**config.mk**
```make
export PLATFORM = sky130hd
export DESIGN_NAME = cpld_host_bridge
export DESIGN_NICKNAME = d
export VERILOG_FILES = /design/src/rtl/cpld_host_bridge.sv
export SDC_FILE = /design/constraint.sdc
export NUM_CORES = 1
export LEC_CHECK = 0
export CAP_MARGIN = 10
export CORE_ASPECT_RATIO = 0.5
export CORE_MARGIN = 8
export CORE_UTILIZATION = 40
export DETAILED_ROUTE_END_ITERATION = 10
export MAX_ROUTING_LAYER = met4
export PLACE_DENSITY = 0.74
export SLEW_MARGIN = 20
export SYNTH_ARGS = -nofsm -noshare
export SYNTH_HDL_FRONTEND = slang
export SYNTH_SLANG_ARGS = --single-unit
```
**constraint.sdc**
```tcl
create_clock -name clk -period 1.3 [get_ports clk]
set_input_delay 0.13 -clock clk [delete_from_list [all_inputs] [get_ports clk]]
set_output_delay 0.13 -clock clk [all_outputs]
set_load 0.01 [all_outputs]
```
**src/rtl/cpld_host_bridge.sv**
```systemverilog
// Clocked CPU-to-BBC host bus bridge: qualifies accesses, runs a req/ack host
// cycle with CPU stall, and commits paged-ROM / shadow register writes on ack.
module cpld_host_bridge #(
  parameter int ADR_W     = 16,
  parameter int BBC_ADR_W = 12,
  parameter int ROMSEL_W  = 4,
  parameter int TIMEOUT   = 255
) (
  input  logic                 clk,
  input  logic                 rst,
  input  logic [1:0]           j,
  input  logic [ADR_W-1:0]     cpu_adr,
  input  logic [7:0]           cpu_data,
  input  logic                 cpu_rnw,
  input  logic                 cpu_vld,
  input  logic                 host_ack,
  output logic                 host_req,
  output logic [BBC_ADR_W-1:0] bbc_adr,
  output logic                 cpu_stall,
  output logic [ROMSEL_W-1:0]  romsel,
  output logic                 shadow_en,
  output logic                 dec_fe4x,
  output logic                 err
);

  // state   | meaning
  // IDLE    | waiting for a host-page access
  // REQ     | host_req asserted, waiting for host_ack or timeout
  // RELEASE | host_req dropped, waiting for host_ack to fall
  typedef enum logic [1:0] {IDLE, REQ, RELEASE} state_t;

  localparam int CNT_W = $clog2(TIMEOUT + 1);

  state_t           state_q, state_d;
  logic [CNT_W-1:0] cnt_q;
  logic             rnw_q;
  logic [7:0]       data_q;
  logic             rom_q, shadow_q;
  logic             bank_zero, host_hit, rom_hit, shadow_hit, fe4x_hit;
  logic             accept, commit, tc;
  logic             unused_data;

  generate
    if (ADR_W > 16) begin : g_bank
      assign bank_zero = (cpu_adr[ADR_W-1:16] == '0);
    end else begin : g_nobank
      assign bank_zero = 1'b1;
    end
  endgenerate

  assign host_hit   = cpu_vld && bank_zero &&
                      (cpu_adr[15:8] == 8'hFC || cpu_adr[15:8] == 8'hFD ||
                       cpu_adr[15:8] == 8'hFE);
  assign rom_hit    = (j == 2'b10) ? (cpu_adr[15:0] == 16'hFE05)
                                   : (cpu_adr[15:0] == 16'hFE30);
  assign shadow_hit = (j == 2'b01) && (cpu_adr[15:0] == 16'hFE34);
  assign fe4x_hit   = (cpu_adr[15:4] == 12'hFE4);

  assign tc          = (cnt_q == CNT_W'(TIMEOUT - 1));
  assign accept      = (state_q == IDLE) && host_hit;
  assign commit      = (state_q == REQ) && host_ack && !rnw_q;
  assign unused_data = ^data_q;

  always_comb begin
    state_d   = state_q;
    host_req  = 1'b0;
    cpu_stall = 1'b0;
    case (state_q)
      IDLE: begin
        if (host_hit) state_d = REQ;
      end
      REQ: begin
        host_req  = 1'b1;
        cpu_stall = 1'b1;
        if (host_ack || tc) state_d = RELEASE;
      end
      RELEASE: begin
        cpu_stall = 1'b1;
        if (!host_ack) state_d = IDLE;
      end
      default: state_d = IDLE;
    endcase
  end

  always_ff @(posedge clk) begin
    if (rst) begin
      state_q   <= IDLE;
      cnt_q     <= '0;
      rnw_q     <= 1'b1;
      data_q    <= '0;
      rom_q     <= 1'b0;
      shadow_q  <= 1'b0;
      bbc_adr   <= '0;
      romsel    <= '0;
      shadow_en <= 1'b0;
      dec_fe4x  <= 1'b0;
      err       <= 1'b0;
    end else begin
      state_q <= state_d;
      cnt_q   <= (state_q == REQ) ? cnt_q + 1'b1 : '0;
      // Decode is frozen here so a jumper change mid-cycle cannot retarget the commit.
      if (accept) begin
        bbc_adr  <= cpu_adr[BBC_ADR_W-1:0];
        rnw_q    <= cpu_rnw;
        data_q   <= cpu_data;
        rom_q    <= rom_hit;
        shadow_q <= shadow_hit;
        dec_fe4x <= fe4x_hit;
      end
      if (commit) begin
        if (rom_q)    romsel    <= data_q[ROMSEL_W-1:0];
        if (shadow_q) shadow_en <= data_q[7];
      end
      if ((state_q == REQ) && !host_ack && tc) err <= 1'b1;
    end
  end

endmodule

```
==> impl_results.md <==
* Clk slew on worst S/H paths at 0.07 ns
* Port Buffers at 48
* TritonCTS clock tree: done
* Share of post-route cells with drive strength above 1 at a little under two fifths
* Area of the mapped netlist at 1560 um^2
* DRT Pass-1 Iters at 4
* Gr ovfl total at 0
* Synth top area share at 47.6%
* DIE WIDTH at ~100 um
* Fin util at 71.5%
* #FFs+latches synth at 37
* MaxCap Viol Count at 0
* Violated checks: negative setup slack
* Crit-path slowest cell: clkdlybuf4s50_1
* PnR worst setup slack at -0.105 ns
* First-pass GRT wire length at 7.05 mm
* Via density at roughly 5.1
* Rows at 16
* DR DRC count at 0
* P_leak at 1.12 nW
* Worst Skew at 0.00433 ns
* Pre-CTS setup slack at -0.269 ns
* VDD IR max at 0.595 mV
* Iter 0 DRT Violations at 64
* Worst EP required at 1.47 ns
* Final min period at 1.40 ns
* Clock buffer depth at 2
* Post-synth cell types at 33
* Top-level port count at 52
* GRT Total Usage at 14.5%
* Root buf cell: clkbuf_8
* Register area share after synthesis at a little under half
* Hold buffers post-CTS at 0
* Worst-path fanout max at 5
* CP startpoint kind: input pin
* Crit path cell chain: clkdlybuf4s50_1 -> and4_4 -> buf_4 -> nand4_4 -> clkbuf_16 -> nand2_4 -> a21oi_2
* Largest cells by area after synthesis: dfxtp_1 (48%), nand2_1 (11%), a21oi_1 (7.4%)
* Final HPWL DP at 3.21 mm
* Achievable Freq at ~710 MHz
* Nature of the critical path endpoint: flop
* Power density over the cells at 774 nW/um^2
* Total CTS buffers at 5
* Worst-Skew Late Latency at 0.29 ns
* Starting density of the core at around 41%
* Most frequent cells in the layout: dfxtp_1 (35), clkdlybuf4s50_1 (27), nand2_1 (26), buf_4 (26), a21oi_2 (20)
* Routed Wire Length at 5.22 mm
* Kind of critical path: in2reg
* Area leader, netlist: dfxtp_1
* Final Wtd Congestion at 0.819
* Antenna cells at 0
* Crit path largest cell delay at 0.50 ns
* Hold WC Path Type: in2reg
* Routed Antenna Nets at 0
* Core ar. at between 3000 and 4000 um^2
* Final TNS setup at -1.64 ns
* Largest net degree at the start of global routing at 27
* Clock sink total at 37
* Synth warn at 0
* P&R area growth vs syn at 75.5%
* Post-Syn Area per Cell at between 8 and 9 um^2
* Worst path bufs/invs at 3
* Height of the die at ~60 um
* Worst-Margin Slew at roughly 0.43 ns
* Vias in the first global route at 1515
* Max-slew violations at 0
* Mapped Nets at around 220
* Final setup fails at 21
* Critical Path AT at 1.58 ns
* RSZ-0062 raised after global routing: true
* CP delay by family, top: buffers and inverters
* Die area at approximately 6300 um^2
* Initial antenna violation count at 0
* Final net count at about 300
* Max H-tree Level at 2
* Outcome: finished, violations left
* Via count at 1640
* Slew headroom at roughly 71%
* Final hold vios at 0
* Most common cell after layout, fill and taps aside: dfxtp_1
* Post-DR wirelength/cell at 16.2 um
* Mapped Cells at 185
* Final period util at 108%
==> cell usage after synthesis <==
master	count
a2111oi_1	1
buf_2	1
nor2_1	16
mux2i_1	1
nand4_2	2
o221a_1	1
and4_1	1
nand2_1	47
ha_1	5
or3_1	1
clkbuf_1	4
o21ai_0	1
a21oi_1	23
xnor2_1	3
nand3_1	12
and4_4	2
nand4_1	1
nor4b_1	1
dfxtp_1	37
o211ai_2	1
xor2_1	2
buf_6	2
nor3b_1	1
and3b_1	1
nand4b_1	1
nor3_1	4
and2_1	1
a21boi_2	1
nand3b_1	1
inv_1	6
mux2_2	1
o31a_1	1
a21oi_2	2
==> flip-flops by register name (all words and copies together) (netlist names) <==
signal and cells:
dec_fe4x 1, cnt_q 8, bbc_adr 12, err 1
rom_q 1, shadow_q 1, data_q 5, state_q 2
shadow_en 1, rnw_q 1, romsel 4
==> layer usage <==
layer  share of wire (%)  vias to the layer above  global-route usage (%)
met4                 2.7                        0                    7.54
met1                  40                      783                    15.2
met5                   0                        -                       -
met3                 4.3                       16                    3.33
met2                  54                       42                    26.0
li1                    -                      799                       -
==> metrics by stage <==
step	power (W)	std cells	instance area (um^2)	hold WS (ns)
6_report	0.00212	323	2730	0.404
5_1_grt	0.00220	323	2730	0.408
4_1_cts	0.00209	316	2380	0.390
3_5_place_dp	0.00134	307	2290	0.445
3_3_place_gp	0.00134	307	2290	0.438
2_1_floorplan	0.00120	185	1570	0.254
==> worst min-delay path, delay by kind of cell <==
| family | cells | cell delay [ns] |
|---|---|---|
| buffers and inverters | 1 | 0.40 |
| and+or+nand+nor | 1 | 0.07 |
| AOI/OAI and AO/OA | 1 | 0.05 |
==> what timing repair did <==
| action | 4_1_cts | 5_1_grt |
|---|---|---|
| gates cloned | 1 | 3 |
| endpoints found under the setup margin | 37 | 35 |
| pin swaps | 2 | 21 |
| resized for setup | 26 | 70 |
| buffers inserted | 0 | 4 |
==> kinds of logic after synthesis <==
kind of cell	after synthesis	synth area share (%)
muxes	2	1.37
xor gates and xnor gates	5	2.81
AOI/OAI and AO/OA	31	12.3
buffers and inverters	13	4.18
and+or+nand+nor	92	27.8
DFF	37	47.6
adders and majority gates	5	4.02
==> report_power, final <==
| group | total (W) | internal (W) | switching [W] |
|---|---|---|---|
| logic | 0.000203 | 0.000122 | 0.0000808 |
| registers | 0.00113 | 0.00113 | 0.00000212 |
| clock network | 0.000780 | 0.000371 | 0.000409 |
| total | 0.00212 | 0.00162 | 0.000492 |
==> worst paths after layout <==
path,to,depth (start not counted),slack [ns],start
min,data_q[3]$_SDFFE_PP0P_,3,0.40,cpu_data[3]
min reg2reg,bbc_adr[4]$_SDFFE_PP0P_,2,0.46,bbc_adr[4]$_SDFFE_PP0P_
max reg2reg,state_q[1]$_SDFFE_PP0P_,6,-0.07,state_q[1]$_SDFFE_PP0P_
max,data_q[2]$_SDFFE_PP0P_,7,-0.10,cpu_adr[10]
==> layout make-up <==
cell class              instances  area [um^2]
fillers                       269         1090
multi-input cells             136         1020
repair buffers                 82          791
flip-flops and latches         37          748
clock buffers                   6         72.6
well taps                      54         67.6
inverters                       6         27.5
clock inverters                 2         10.0
Note: power is estimated with default switching activity, not from simulation.
